`src/rtl/seven_seg_pkg.sv`:
```
// Shared constants for the seven-segment display blocks.
// Segment order is {A,B,C,D,E,F,G}, active-low.
package seven_seg_pkg;

  localparam logic [6:0] SEG_BLANK = 7'b1111111;

  localparam logic [6:0] SEG_HEX_0 = 7'b0000001;
  localparam logic [6:0] SEG_HEX_1 = 7'b1001111;
  localparam logic [6:0] SEG_HEX_2 = 7'b0010010;
  localparam logic [6:0] SEG_HEX_3 = 7'b0000110;
  localparam logic [6:0] SEG_HEX_4 = 7'b1001100;
  localparam logic [6:0] SEG_HEX_5 = 7'b0100100;
  localparam logic [6:0] SEG_HEX_6 = 7'b0100000;
  localparam logic [6:0] SEG_HEX_7 = 7'b0001111;
  localparam logic [6:0] SEG_HEX_8 = 7'b0000000;
  localparam logic [6:0] SEG_HEX_9 = 7'b0000100;
  localparam logic [6:0] SEG_HEX_A = 7'b0001000;
  localparam logic [6:0] SEG_HEX_B = 7'b1100000;
  localparam logic [6:0] SEG_HEX_C = 7'b0110001;
  localparam logic [6:0] SEG_HEX_D = 7'b1000010;
  localparam logic [6:0] SEG_HEX_E = 7'b0110000;
  localparam logic [6:0] SEG_HEX_F = 7'b0111000;

  // Width able to hold 0..n-1, never below one bit.
  function automatic int clog2(input int n);
    int r;
    r = 1;
    for (int i = 1; i < 31; i++) begin
      if ((1 << i) < n) r = i + 1;
    end
    return r;
  endfunction

endpackage

```
`src/rtl/seven_seg_hex_rom.sv`:
```
// Hex nibble to active-low seven-segment pattern.
// Purely combinational, shared with single-digit decoders.
module seven_seg_hex_rom
  import seven_seg_pkg::*;
(
  input  logic [3:0] i_hex,
  output logic [6:0] o_seg
);

  always_comb begin
    o_seg = SEG_BLANK;
    unique case (i_hex)
      4'h0: o_seg = SEG_HEX_0;
      4'h1: o_seg = SEG_HEX_1;
      4'h2: o_seg = SEG_HEX_2;
      4'h3: o_seg = SEG_HEX_3;
      4'h4: o_seg = SEG_HEX_4;
      4'h5: o_seg = SEG_HEX_5;
      4'h6: o_seg = SEG_HEX_6;
      4'h7: o_seg = SEG_HEX_7;
      4'h8: o_seg = SEG_HEX_8;
      4'h9: o_seg = SEG_HEX_9;
      4'hA: o_seg = SEG_HEX_A;
      4'hB: o_seg = SEG_HEX_B;
      4'hC: o_seg = SEG_HEX_C;
      4'hD: o_seg = SEG_HEX_D;
      4'hE: o_seg = SEG_HEX_E;
      4'hF: o_seg = SEG_HEX_F;
    endcase
  end

endmodule

```
`src/rtl/seven_seg_scan_driver.sv`:
```
// Multiplexed common-anode hex display driver with
// frame-synchronous value swap, blanking, LZ suppress, blink.
module seven_seg_scan_driver
  import seven_seg_pkg::*;
#(
  parameter int NUM_DIGITS  = 4,
  parameter int REFRESH_DIV = 50000,
  parameter int BLINK_DIV   = 25000000
) (
  input  logic                    i_clock,
  input  logic                    i_resetn,
  input  logic                    i_enable,
  input  logic                    i_load,
  input  logic [4*NUM_DIGITS-1:0] i_value,
  input  logic                    i_lz_suppress,
  input  logic [NUM_DIGITS-1:0]   i_blink_mask,
  output logic [NUM_DIGITS-1:0]   o_an,
  output logic [6:0]              o_seg,
  output logic                    o_load_ack,
  output logic                    o_frame_tick
);

  localparam int RW = clog2(REFRESH_DIV);
  localparam int BW = clog2(BLINK_DIV);
  localparam int IW = clog2(NUM_DIGITS);
  localparam int VW = 4 * NUM_DIGITS;

  localparam logic [RW-1:0] REF_LAST = RW'(REFRESH_DIV - 1);
  localparam logic [BW-1:0] BLK_LAST = BW'(BLINK_DIV - 1);
  localparam logic [IW-1:0] IDX_LAST = IW'(NUM_DIGITS - 1);

  logic [RW-1:0]         r_ref_cnt;
  logic [BW-1:0]         r_blink_cnt;
  logic                  r_blink_on;
  logic [IW-1:0]         r_idx;
  logic                  r_pend;
  logic [VW-1:0]         r_pending;
  logic [VW-1:0]         r_active;
  logic [NUM_DIGITS-1:0] r_an;
  logic [6:0]            r_seg;

  logic                  w_ref_tc;
  logic                  w_blink_tc;
  logic                  w_boundary;
  logic [3:0]            w_digit;
  logic [6:0]            w_seg_lit;
  logic [NUM_DIGITS-1:0] w_an_lit;
  logic [NUM_DIGITS-1:0] w_hi_zero;
  logic                  w_run_zero;
  logic                  w_lz_sel;
  logic                  w_blink_sel;
  logic                  w_blank;

  assign w_ref_tc   = (r_ref_cnt == REF_LAST);
  assign w_blink_tc = (r_blink_cnt == BLK_LAST);
  assign w_boundary = w_ref_tc & (r_idx == IDX_LAST);

  assign o_frame_tick = w_boundary;
  assign o_load_ack   = w_boundary & (i_load | r_pend);
  assign o_an         = r_an;
  assign o_seg        = r_seg;

  // w_hi_zero[i]: active digits i..top are all zero
  always_comb begin
    w_run_zero  = 1'b1;
    w_hi_zero   = '0;
    w_digit     = 4'h0;
    w_lz_sel    = 1'b0;
    w_blink_sel = 1'b0;
    for (int i = NUM_DIGITS - 1; i >= 0; i--) begin
      w_run_zero   = w_run_zero & (r_active[i*4 +: 4] == 4'h0);
      w_hi_zero[i] = w_run_zero;
    end
    for (int i = 0; i < NUM_DIGITS; i++) begin
      if (r_idx == IW'(i)) begin
        w_digit     = r_active[i*4 +: 4];
        w_lz_sel    = (i > 0) & w_hi_zero[i];
        w_blink_sel = i_blink_mask[i];
      end
    end
  end

  assign w_blank = ~i_enable
                 | (~r_blink_on & w_blink_sel)
                 | (i_lz_suppress & w_lz_sel);

  assign w_an_lit = ~(NUM_DIGITS'(1) << r_idx);

  seven_seg_hex_rom u_rom (
    .i_hex (w_digit),
    .o_seg (w_seg_lit)
  );

  always_ff @(posedge i_clock or negedge i_resetn) begin
    if (!i_resetn) begin
      r_ref_cnt <= '0;
      r_idx     <= '0;
    end else if (w_ref_tc) begin
      r_ref_cnt <= '0;
      r_idx     <= (r_idx == IDX_LAST) ? '0 : r_idx + 1'b1;
    end else begin
      r_ref_cnt <= r_ref_cnt + 1'b1;
    end
  end

  always_ff @(posedge i_clock or negedge i_resetn) begin
    if (!i_resetn) begin
      r_blink_cnt <= '0;
      r_blink_on  <= 1'b1;
    end else if (w_blink_tc) begin
      r_blink_cnt <= '0;
      r_blink_on  <= ~r_blink_on;
    end else begin
      r_blink_cnt <= r_blink_cnt + 1'b1;
    end
  end

  // A load on the boundary wins over anything still pending
  always_ff @(posedge i_clock or negedge i_resetn) begin
    if (!i_resetn) begin
      r_pend    <= 1'b0;
      r_pending <= '0;
      r_active  <= '0;
    end else if (w_boundary) begin
      r_pend <= 1'b0;
      if (i_load) begin
        r_active <= i_value;
      end else if (r_pend) begin
        r_active <= r_pending;
      end
    end else if (i_load) begin
      r_pend    <= 1'b1;
      r_pending <= i_value;
    end
  end

  always_ff @(posedge i_clock or negedge i_resetn) begin
    if (!i_resetn) begin
      r_an  <= '1;
      r_seg <= SEG_BLANK;
    end else if (w_blank) begin
      r_an  <= '1;
      r_seg <= SEG_BLANK;
    end else begin
      r_an  <= w_an_lit;
      r_seg <= w_seg_lit;
    end
  end

endmodule

```
`config.mk`:
```
export PLATFORM = sky130hd
export DESIGN_NAME = seven_seg_scan_driver
export DESIGN_NICKNAME = d
export VERILOG_FILES = /design/src/rtl/seven_seg_pkg.sv /design/src/rtl/seven_seg_hex_rom.sv /design/src/rtl/seven_seg_scan_driver.sv
export SDC_FILE = /design/constraint.sdc
export NUM_CORES = 1
export LEC_CHECK = 0
export ABC_AREA = 0
export ABC_CLOCK_PERIOD_IN_PS = 2600
export CAP_MARGIN = 20
export CORE_MARGIN = 2
export CORE_UTILIZATION = 50
export CTS_CLUSTER_SIZE = 20
export DETAILED_ROUTE_END_ITERATION = 16
export PLACE_DENSITY = 0.79
export SKIP_LAST_GASP = 1
export SYNTH_ARGS = -nofsm -noshare
export SYNTH_HDL_FRONTEND = slang
export SYNTH_SLANG_ARGS = --single-unit
```
`constraint.sdc`:
```
create_clock -name i_clock -period 2.6 [get_ports i_clock]
set_input_delay 0.65 -clock i_clock [delete_from_list [all_inputs] [get_ports i_clock]]
set_output_delay 0.65 -clock i_clock [all_outputs]
set_load 0.02 [all_outputs]
```
* Word level (Yosys, flattened, before mapping) *
Memory sizes are Yosys's and may differ from the RTL's.
Cells that the tools add are included.

storage, ports and cells
  register bits after elaboration = 88
  memory bits (read-only) = 112
  input bits = 25
  output and inout bits = 13
  logic and storage cells = 60
  memories kept = 1

memories
  memory           words  width  read ports  clocked after memory_dff  wr ports  line                     source
  (no name shown)  16     7      1           0                         0         seven_seg_hex_rom.sv:12  unique case (i_hex)

cells by class
  add/subtract/negate cells = 3
  eq/ne operators = 5
  shift operators = 1
  multiplexer cells = 20
  bitwise gates (word level) = 13
  reductions and logical operators = 8

operator list
  cell                     number
  $mux W16                 3
  $add A25 B1 Y25 const B  1
  $eq A25 B25 Y1 const B   1
  $mux W25                 1
  $mux W4                  5
  $add A16 B1 Y16 const B  1
  $eq A16 B16 Y1 const B   1
  $logic_not A4 Y1         3
  $mux W1                  9
  $mux W7                  1
  $and A1 B1 Y1            6
  $eq A2 B2 Y1 const B     2
  $not A4 Y4               1
  $reduce_and A2 Y1        2
  $reduce_bool A2 Y1       2
  $shl A1 B2 Y4 const A    1
  $not A1 Y1               3
  $or A1 B1 Y1             3
  $add A2 B1 Y2 const B    1
  $eq A2 B1 Y1 const B     1
  $logic_not A2 Y1         1
  $mux W2                  1

* Logic depth before layout (Yosys ltp) *
Gate-level depths: netlist of the first run.

  depth after elaboration = 9
  gate-level depth with buffers = 11
  depth with buffers taken out = 10

* By module *
A second synthesis of the first run with hierarchy kept.

second synthesis, totals
  cell total of the unflattened synthesis = 402
  area, all modules = 4608.2 µm²

by module, submodules not included
  module                 times used  cells each  area an instance (µm²)  sequential area each (µm²)
  seven_seg_scan_driver  1           369         4339.2                  2217.1
  seven_seg_hex_rom      1           33          269.0                   0.0

* Worst setup path after synthesis of the first run *
Ideal clock, no wire load.

  path type = reg2reg
  start = register r_idx[0]
  end = register r_seg[3], in the netlist o_seg[3]
  library setup time = 0.060 ns
  data arrival time = 2.244 ns
  required time = 2.540 ns
  path slack = 0.296 ns
  stages on the path, launching flop included = 11
  buffers on the path = 2
  period minus slack after synthesis = 2.304 ns
  path through = dfrtp_1 > ha_1 > buf_2 > buf_2 > nor2b_1 > a211oi_1 > inv_1 > ha_1 > a21oi_1 > a32o_1 > nand2_1

between the ends
  longest elaborated chain between the ends = 9
  elaborated cells on any way between the ends = 21

ends and longest elaborated chain
  element                                                                 line                          source
  from (decl)                                                             seven_seg_scan_driver.sv:35   logic [IW-1:0] r_idx;
  from (signal assigned)                                                  seven_seg_scan_driver.sv:100  r_idx <= (r_idx == IDX_LAST) ? '0 : r_idx + 1'b1;
  parallel branches: the longest is 8 deep, another holds $mem_v2 Z16 W7  --
  $mux W7 *                                                               seven_seg_scan_driver.sv:141  end else if (w_blank) begin
  to (signal assigned)                                                    seven_seg_scan_driver.sv:146  r_seg <= w_seg_lit;
  to (decl)                                                               seven_seg_scan_driver.sv:40   logic [6:0] r_seg;

Every way passes the cells marked *.
A chain may end at the register's enable or synchronous reset.

* Worst setup path in the final report of the first run *
  start = register r_ref_cnt[4]
  end = output port o_frame_tick

between the ends
  longest elaborated chain between the ends = 2

ends and longest elaborated chain
  element                 line                          source
  from (decl)             seven_seg_scan_driver.sv:32   logic [RW-1:0] r_ref_cnt;
  from (signal assigned)  seven_seg_scan_driver.sv:102  r_ref_cnt <= r_ref_cnt + 1'b1;
  $eq A16 B16 Y1          seven_seg_scan_driver.sv:54   assign w_ref_tc = (r_ref_cnt == REF_LAST);
  $and A1 B1 Y1           seven_seg_scan_driver.sv:56   assign w_boundary = w_ref_tc & (r_idx == IDX_LAST);
  to (decl)               seven_seg_scan_driver.sv:20   output logic o_frame_tick

Every way passes these cells.

==> results of run 1 <==
## path summary, 6_finish.rpt
path	from	slack, ns	cells after the start	to
worst max-delay path	r_ref_cnt[4]	0.04	5	o_frame_tick
worst min-delay path	i_resetn	0.25	1	r_blink_cnt[3]
worst max register to register	r_idx[1]	0.21	9	o_seg[3]
worst min register to register	r_blink_cnt[0]	0.49	1	r_blink_cnt[0]
max in group asynchronous	i_resetn	1.67	2	o_an[3]
min in group i_clock	r_blink_cnt[0]	0.49	1	r_blink_cnt[0]
## kinds of logic after synthesis
kind of cell,count (synthesis),synth area share [%]
AOI/OAI and AO/OA,57,8.13
xor gates and xnor gates,33,6.63
adders and majority gates,12,3.45
buffers and inverters,27,2.93
DFF,88,50.9
muxes,35,9.36
and+or+nand+nor,155,18.6
## worst reg2reg max path, delay by kind of cell (launching register included)
| kind | cells | cell delay, ns |
|---|---|---|
| simple gates | 1 | 0.06 |
| buf+inv | 2 | 0.30 |
| fa+ha+maj | 2 | 0.70 |
| flops | 1 | 0.41 |
| compound gates | 4 | 0.87 |
## Yosys cell counts (all sizes together), types with 2 or more instances
library cell,count
nand3,19
nand3b,4
a211oi,7
o21ai,29
dfstp,12
nor2b,7
xnor2,16
clkbuf,6
ha,12
a21o,2
inv,12
nor4bb,2
or4,2
nand4,9
nor2,31
a21oi,6
o221ai,5
dfrtp,76
buf,9
and3,5
nor4b,2
a22o,3
and2,3
or3,2
mux2i,19
xor2,17
nand2b,2
nand2,47
mux2,16
nor4,7
nor3,4
nor3b,4
and4,2
## layer usage
layer	vias to the layer above	part of all wire, %
li1	1528	-
met1	1591	48
met2	67	46
met3	16	3.5
met4	0	2.6
met5	-	0
## layout make-up
| cell class | instances | area share, % |
|---|---|---|
| sequential | 88 | 42.6 |
| multi-input combinational | 292 | 38.9 |
| clock buffer | 9 | 2.38 |
| tap | 108 | 2.60 |
| inverter | 12 | 0.866 |
| clock inverter | 7 | 2.31 |
| timing repair buffer | 58 | 10.3 |
## cells in the final DEF, fill, tap and decap left out, types with 12 or more instances in the layout
cell type / count
sky130_fd_sc_hd__buf_4: 21
sky130_fd_sc_hd__clkdlybuf4s50_1: 34
sky130_fd_sc_hd__dfstp_2: 12
sky130_fd_sc_hd__nor2_1: 31
sky130_fd_sc_hd__nand2_1: 46
sky130_fd_sc_hd__nand3_1: 18
sky130_fd_sc_hd__xnor2_1: 16
sky130_fd_sc_hd__mux2i_1: 19
sky130_fd_sc_hd__xor2_1: 17
sky130_fd_sc_hd__dfrtp_1: 76
sky130_fd_sc_hd__o21ai_0: 24
sky130_fd_sc_hd__inv_1: 12
## flip-flops by register name (all words and copies together), names as in the netlist
name	flops
o_an	4
r_active	16
r_pend	1
r_blink_on	1
r_ref_cnt	16
r_pending	16
r_idx	2
o_seg	7
r_blink_cnt	25
## report_power, final
part	total, W	switching (W)	internal, W
Combinational	0.000171	0.0000769	0.0000944
Sequential	0.00142	0.0000137	0.00140
Clock	0.00114	0.000505	0.000640
Total	0.00273	0.000595	0.00214
## metrics by stage
stage          TNS (ns)  setup slack (ns)  power [W]  cell area (µm²)  instances
3_5_place_dp    -0.0388           -0.0388    0.00162             4950        558
2_1_floorplan         0             0.296    0.00152             4360        407
3_3_place_gp    -0.0334           -0.0334    0.00161             4950        558
6_report              0            0.0402    0.00273             5200        574
5_1_grt         -0.0822           -0.0822    0.00283             5200        574
4_1_cts               0            0.0257    0.00275             5200        574
==> implementation parameters, run 1 <==
Parameter                              Value

Run status
  Status    complete, no violations

Floorplan
  Die Area    approximately 9500 µm²
  I/O pin count    38
  Die X    97.3 µm
  Initial Util    approximately half
  Standard-cell rows    34
  Core area    ~8600 µm²
  Die extent in y    97.3 µm

Synth
  Proportion of synthesized chip area in sequential cells    50.9%
  Synth warnings    0
  Prevailing post-synth register cell    sky130_fd_sc_hd__dfrtp_1
  Syn_nets    between 400 and 500
  Average cell area after synthesis    approximately 11 µm²
  Syn Inst Count    between 400 and 500
  Number of storage elements in the synthesis netlist    between 80 and 90
  Cell type with the largest total area after synthesis    sky130_fd_sc_hd__dfrtp_1
  Proportion of netlist area held by the largest area contributor    between 40% and 50%
  Async set-reset flop share out of synthesis    100%
  Mapped Area    ~4400 µm²
  Dominant cells by area after synthesis    sky130_fd_sc_hd__dfrtp_1 44%, sky130_fd_sc_hd__dfstp_2 7.2%, sky130_fd_sc_hd__mux2i_1 4.4%
  Distinct cells, synth    51
  Count of flip-flops with a built-in enable after synthesis    0

Cells and area
  Final core occ    about three fifths
  Fill cell total of the finished layout    698
  Sequential cell area    2220 µm²
  Multi-input combinational cell area    just over 2000 µm²
  Fraction of layout cells with a size suffix above 1    ~16%
  Layout-stage area growth over the synthesis result    19.3%
  Inserted Diodes    0
  Number of nets in the layout    around 500

Global route
  Global-route total usage across every layer    about a fifth
  Met2 Usage GRT    30.0%
  GR Overflow Total    0
  Met1 demand-to-capacity share in global routing    a little over a quarter
  Pin count of the biggest net entering global routing    50
  Number of global-route vias before repair    3,212
  Global-route wire length before repair    15,000 µm
  GR Layer Usage met3    around 3.5%
  Layer with the highest usage after global routing    met2
  Number of antenna violations at the first check in global routing    0

Setup path
  Req. time, crit path    roughly 2 ns
  Worst setup EP type    output pin
  Number of buffers and inverters on the critical path    2
  Worst setup path class    reg -> out
  Delay of the slowest cell on the worst path    approximately 0.54 ns
  Setup crit start kind    flop
  Maximum fanout along the worst path    3
  Data arrival time of the critical path    approximately 1.9 ns
  Largest delay share family, worst path    simple AND/OR/NAND/NOR gates
  Critical path cell sequence    or4_4, nor4_4, nand3_2, inv_1, clkdlybuf4s15_2
  Slowest library cell on the worst path    sky130_fd_sc_hd__or4_4

Placed design
  Post-DP HPWL    6030 µm
  Number of I/O port buffers    37
  Placer congestion estimate    ~0.94

Clock tree
  Cell at the root of the clock tree    sky130_fd_sc_hd__clkbuf_8
  Clock slew seen by the registers of the worst setup and hold paths    0.09 ns
  Number of H-tree levels    3
  CTS tree    built
  Number of buffers added by the clock tree synthesis step    9
  CTS Buffer Depth    2
  Clock net sink count    between 80 and 90
  Setup fix buffers added after clock tree synthesis    0
  Clock latency of the later-clocked register in the worst-skew pair    0.36 ns
  Post-cts resize count    8
  Hold bufs inserted after CTS    0

STA
  Highest Clock Rate    around 0.4 GHz
  Final number of setup-violating endpoints    0
  Final critical path time including I/O delays and setup    ~2.6 ns
  Slew at the pin closest to its max-slew limit    roughly 0.6 ns
  Number of endpoints with negative hold slack in the final report    0
  Fin. max-slew vios    0
  Maximum clock skew at final layout    approximately 0.010 ns
  Unrepaired setup endpoints after global routing    true
  Final period utilization    98.5%
  Worst hold-check slack    approximately 0.25 ns
  Worst slew margin    59.9%

Pwr
  Power per unit of standard cell area    526 nW/µm²
  Static Leak    approximately 2.3 nW
  Worst voltage drop across the vdd grid    321 µV

Routing
  TritonRoute pass-1 iters    4
  First DRT Iteration DRCs    between 100 and 150
  Post-DR wirelength/cell    between 10 and 15 µm
  Via density per instance    5.58
  Post-detailed-route DRC marker count    0
  Count of vias placed by the detailed router    3,202
  Sum of routed wire length over all layers    roughly 8600 µm
  Antenna violation net count after detailed routing    0

Min path
  Class of the worst hold path    in -> async

Flow run
  Max-capacitance violation count    0
Note: power is estimated with default switching activity, not from simulation.
==> run 2: changes to the inputs <==
- PLACE_DENSITY: 0.79 -> 0.71
- TNS_END_PERCENT: unset -> 20
==> implementation parameters, run 2 (same netlist as run 1, synthesis figures left out) <==
Parameter                              Value

Run status
  Status    complete, no violations

STA
  Worst hold-check slack    0.194 ns
  Highest Clock Rate    0.385 GHz
  Final number of setup-violating endpoints    0
  Unrepaired setup endpoints after global routing    true
  Number of endpoints with negative hold slack in the final report    0
  Worst slew margin    a little over half
  Final critical path time including I/O delays and setup    between 2 and 3 ns
  Slew at the pin closest to its max-slew limit    between 0.6 and 0.7 ns
  Final period utilization    99.9%
  Fin. max-slew vios    0
  Maximum clock skew at final layout    between 0.01 and 0.015 ns

Flow run
  Max-capacitance violation count    0

Setup path
  Worst setup EP type    output pin
  Worst setup path class    reg -> out
  Delay of the slowest cell on the worst path    roughly 0.55 ns
  Maximum fanout along the worst path    3
  Startpoint of the lowest-slack register-to-register path    r_idx[0]
  Reg-to-reg critical path endpoint    o_seg[3]
  Data arrival time of the critical path    ~2 ns
  Reg2reg setup slack    0.31 ns
  Slowest library cell on the worst path    sky130_fd_sc_hd__or4_4
  Critical path cell sequence    or4_4, nor4_4, nand3_2, inv_2, clkdlybuf4s15_2
  Req. time, crit path    slightly below 2 ns
  Setup crit start kind    flop
  Number of cells traversed by the worst register-to-register path    9

Cells and area
  Number of nets in the layout    ~500
  Fraction of layout cells with a size suffix above 1    between 15 and 20%
  Most used cells in the layout excluding fill and tap cells    76 x sky130_fd_sc_hd__dfrtp_1, 46 x sky130_fd_sc_hd__nand2_1, 34 x sky130_fd_sc_hd__clkdlybuf4s50_1
  Register ranked first by flip-flop count    r_blink_cnt
  Design area    ~5200 µm²
  Layout-stage area growth over the synthesis result    18.4%
  Most common library cell in the layout ignoring fill and taps    sky130_fd_sc_hd__dfrtp_1
  Inserted Diodes    0
  Flip-flop count of the largest register, all copies and words added    25

Floorplan
  Die Area    9480 µm²
  Standard-cell rows    34
  I/O pin count    38
  Die X    between 90 and 100 µm
  Die extent in y    97.3 µm
  Core area    roughly 8600 µm²
  Initial Util    approximately 51%

Global route
  Layer with the highest usage after global routing    met2
  Global-route total usage across every layer    a little under a fifth
  Number of global-route vias before repair    3,130
  Pin count of the biggest net entering global routing    66
  Met1 demand-to-capacity share in global routing    26.4%
  Met2 Usage GRT    between 20% and 30%
  Number of antenna violations at the first check in global routing    0
  GR Overflow Total    0
  GR Layer Usage met3    4.32%
  Global-route wire length before repair    14,700 µm

Routing
  Antenna violation net count after detailed routing    0
  Sum of routed wire length over all layers    8320 µm
  First DRT Iteration DRCs    about 110
  Post-detailed-route DRC marker count    0
  Post-DR wirelength/cell    14.5 µm
  Count of vias placed by the detailed router    approximately 3,100
  TritonRoute pass-1 iters    4
  Via density per instance    about 5.5

Clock tree
  Number of H-tree levels    3
  Number of buffers added by the clock tree synthesis step    9
  Clock slew seen by the registers of the worst setup and hold paths    approximately 0.08 ns
  Cell at the root of the clock tree    sky130_fd_sc_hd__clkbuf_8
  Setup fix buffers added after clock tree synthesis    0
  Clock net sink count    between 80 and 90
  CTS tree    built
  Hold bufs inserted after CTS    0
  Clock latency of the later-clocked register in the worst-skew pair    0.34 ns
  CTS Buffer Depth    2
  Post-cts resize count    8

Placed design
  Number of I/O port buffers    37
  Post-DP HPWL    6020 µm
  Placed Instance Area    4950 µm²
  Placer congestion estimate    around 0.90

Pwr
  Power per unit of standard cell area    487 nW/µm²
  Worst voltage drop across the vdd grid    260 µV
  Static Leak    about 2.3 nW

Min path
  Class of the worst hold path    in -> async
## run 2: how the worst max path moves through the flow
stage | to | cells past startpoint | start | slack (ns)
3_5_place_dp | o_load_ack | 5 | r_ref_cnt[4] | -0.09
5_1_grt | o_frame_tick | 5 | r_ref_cnt[4] | -0.1
6_report | o_frame_tick | 5 | r_ref_cnt[4] | 0.001
2_1_floorplan | o_seg[3] | 10 | r_idx[0] | 0.30
3_3_place_gp | o_load_ack | 5 | r_ref_cnt[4] | -0.07
4_1_cts | o_frame_tick | 5 | r_ref_cnt[4] | -0.04
## run 2: worst max-delay path, delay by kind of cell (launching register included)
family,cells,cell delay (ns)
buf+inv,2,0.36
simple gates,3,0.87
flops,1,0.38
## run 2: final cells by class
| class | instances | area, µm² |
|---|---|---|
| clock inverters | 5 | 56.3 |
| flip-flops and latches | 88 | 2220 |
| inverters | 12 | 45.0 |
| well taps | 108 | 135 |
| multi-input cells | 292 | 2020 |
| fillers | 709 | 3430 |
| repair buffers | 59 | 544 |
| clock buffers | 11 | 141 |
## run 2: power by group
part	total, W	switching, W	internal [W]
Sequential	0.00142	0.0000138	0.00140
Clock	0.000929	0.000459	0.000469
Combinational	0.000170	0.0000754	0.0000944
Total	0.00251	0.000548	0.00197
## run 2: stage by stage
stage / std cells / worst slack [ns] / setup TNS [ns] / util, % / power, W
2_1_floorplan: 407 / 0.296 / 0 / - / 0.00152
3_3_place_gp: 559 / -0.0678 / -0.0925 / 57.7 / 0.00161
3_5_place_dp: 559 / -0.0875 / -0.127 / 57.7 / 0.00162
4_1_cts: 575 / -0.0401 / -0.0401 / 60.0 / 0.00255
5_1_grt: 575 / -0.0998 / -0.177 / 60.0 / 0.00262
6_report: 575 / 0.00136 / 0 / 60.0 / 0.00251
## run 2: routing by layer
metal	wire length, µm	share of wire [%]	vias to the layer above
met5	0	0	-
met4	93	1.1	0
met3	228	2.7	9
met2	4010	48	47
met1	3990	48	1547
li1	-	-	1541
==> run 3: changes to the inputs <==
- PLACE_DENSITY: 0.71 -> unset
- PLACE_DENSITY_LB_ADDON: unset -> 0.08
==> implementation parameters, run 3 (same netlist as run 1, synthesis figures left out) <==
Parameter                              Value

Clock tree
  Setup fix buffers added after clock tree synthesis    0
  Number of buffers added by the clock tree synthesis step    9
  Clock net sink count    88
  Clock latency of the later-clocked register in the worst-skew pair    around 0.35 ns
  Cell at the root of the clock tree    sky130_fd_sc_hd__clkbuf_8
  Clock slew seen by the registers of the worst setup and hold paths    approximately 0.080 ns
  Number of H-tree levels    3
  CTS tree    built
  Hold bufs inserted after CTS    0
  CTS Buffer Depth    2

Global route
  Global-route wire length before repair    14,500 µm
  Global-route total usage across every layer    a little under a fifth
  Number of global-route vias before repair    about 3,100
  Pin count of the biggest net entering global routing    37
  GR Overflow Total    0
  Number of antenna violations at the first check in global routing    0

Placed design
  Number of instances in the placed design    between 500 and 600
  Post-DP HPWL    between 5000 and 6000 µm
  Placer congestion estimate    approximately 0.8
  Number of I/O port buffers    37
  Placed Instance Area    ~5000 µm²

STA
  Maximum clock skew at final layout    between 0.01 and 0.015 ns
  Final number of setup-violating endpoints    1
  Slew at the pin closest to its max-slew limit    around 0.65 ns
  Fin. max-slew vios    0
  Post-route worst setup slack    -0.0241 ns
  Final critical path time including I/O delays and setup    around 2.6 ns
  Unrepaired setup endpoints after global routing    true
  Worst slew margin    ~56%
  Highest Clock Rate    0.381 GHz
  Number of endpoints with negative hold slack in the final report    0
  Final period utilization    101%

Setup path
  Delay of the slowest cell on the worst path    between 0.5 and 0.6 ns
  Setup crit start kind    flop
  Slowest library cell on the worst path    sky130_fd_sc_hd__or4_4
  Maximum fanout along the worst path    3
  Worst setup EP type    output pin
  Critical path cell sequence    or4_4, nor4_4, nand3_2, inv_1, clkdlybuf4s15_1
  Req. time, crit path    1.95 ns
  Worst setup path class    reg -> out
  Data arrival time of the critical path    between 1.5 and 2 ns
  Number of cells traversed by the worst register-to-register path    9

Pwr
  Power per unit of standard cell area    approximately 490 nW/µm²
  Worst voltage drop across the vdd grid    335 µV
  Static Leak    roughly 2.3 nW

Cells and area
  Multi-input combinational cell area    between 2000 and 2500 µm²
  Fraction of layout cells with a size suffix above 1    approximately 16%
  Fill cell total of the finished layout    743
  Number of nets in the layout    about 500
  Layout-stage area growth over the synthesis result    18.5%
  Most used cells in the layout excluding fill and tap cells    76 x sky130_fd_sc_hd__dfrtp_1, 46 x sky130_fd_sc_hd__nand2_1, 34 x sky130_fd_sc_hd__clkdlybuf4s50_1
  Design area    roughly 5200 µm²
  Inserted Diodes    0
  Sequential cell area    between 2000 and 2500 µm²
  Flip-flop count of the largest register, all copies and words added    25
  Post-route insts no fill    ~580
  Most common library cell in the layout ignoring fill and taps    sky130_fd_sc_hd__dfrtp_1
  Register ranked first by flip-flop count    r_blink_cnt

Run status
  Violated checks    setup timing
  Status    finished with violations

Floorplan
  Die X    approximately 97 µm
  Core area    around 8600 µm²
  Standard-cell rows    34
  Die extent in y    a little under 100 µm
  Die Area    about 9500 µm²
  I/O pin count    38
  Initial Util    50.7%

Flow run
  Max-capacitance violation count    0

Routing
  Via density per instance    roughly 5.3
  Post-detailed-route DRC marker count    0
  Count of vias placed by the detailed router    ~3,000
  Post-DR wirelength/cell    between 10 and 15 µm
  Antenna violation net count after detailed routing    0
  Sum of routed wire length over all layers    between 8000 and 9000 µm
  TritonRoute pass-1 iters    4
  First DRT Iteration DRCs    145

Min path
  Class of the worst hold path    in -> async
==> run 3: cell types whose count changed in the layout (fill, tap and decap cells not counted) <==
cell / before / now
sky130_fd_sc_hd__buf_2: 0 / 1
sky130_fd_sc_hd__inv_2: 1 / 0
sky130_fd_sc_hd__a31oi_2: 0 / 1
sky130_fd_sc_hd__buf_4: 23 / 22
sky130_fd_sc_hd__a31oi_1: 1 / 0
sky130_fd_sc_hd__clkdlybuf4s15_2: 1 / 0
sky130_fd_sc_hd__clkdlybuf4s15_1: 0 / 1
sky130_fd_sc_hd__inv_1: 11 / 12
==> run 3: through the flow <==
| step | hold WS [ns] | setup TNS [ns] | utilization (%) | worst slack (ns) | total power [W] |
|---|---|---|---|---|---|
| after floorplan | 0.354 | 0 | - | 0.296 | 0.00152 |
| final | 0.245 | -0.0241 | 60.1 | -0.0241 | 0.00253 |
| after global routing | 0.265 | -0.182 | 60.1 | -0.141 | 0.00264 |
| after detailed placement | 0.480 | -0.750 | 57.7 | -0.144 | 0.00162 |
| after global placement | 0.468 | -0.155 | 57.7 | -0.142 | 0.00161 |
| after CTS | 0.246 | -0.0507 | 60.0 | -0.0507 | 0.00257 |
==> run 3: critical path: cells and delay by family, from the launching register on <==
family        cells  cell delay, ns
buf+inv           2            0.38
flops             1            0.39
simple gates      3            0.85
==> run 3: report_power, final <==
part           switching, W  internal [W]  total (W)
clock network      0.000474      0.000470   0.000944
registers         0.0000133       0.00140    0.00142
logic             0.0000773     0.0000946   0.000172
total              0.000565       0.00197    0.00253
==> run 3: repair_timing <==
item	in CTS	in global routing
resized for setup	7	1
hold endpoints to repair	0	0
endpoints found under the setup margin	2	12
==> run 3: layout make-up <==
cell class,instances,area share (%)
Sequential cell,88,42.9
Multi-Input combinational cell,292,39.3
Timing Repair Buffer,59,10.5
Clock buffer,11,2.74
Tap cell,108,2.62
Clock inverter,5,1.09
Inverter,12,0.873
==> run 3: path summary, 6_finish.rpt <==
kind | from | slack, ns | end
setup / recovery | r_ref_cnt[4] | -0.02 | o_frame_tick
hold / removal | i_resetn | 0.25 | r_ref_cnt[5]
setup reg to reg | r_idx[1] | 0.24 | o_seg[3]
hold reg to reg | r_blink_cnt[0] | 0.49 | r_blink_cnt[0]
max in group asynchronous | i_resetn | 1.74 | r_blink_cnt[5]
min in group i_clock | r_blink_cnt[0] | 0.49 | r_blink_cnt[0]
==> run 3: metal layers <==
layer / GRT usage [%] / routed length [µm]
met5: 0 / 0
met1: 27.8 / 4260
met2: 27.8 / 3590
met3: 3.17 / 231
met4: 8.12 / 112
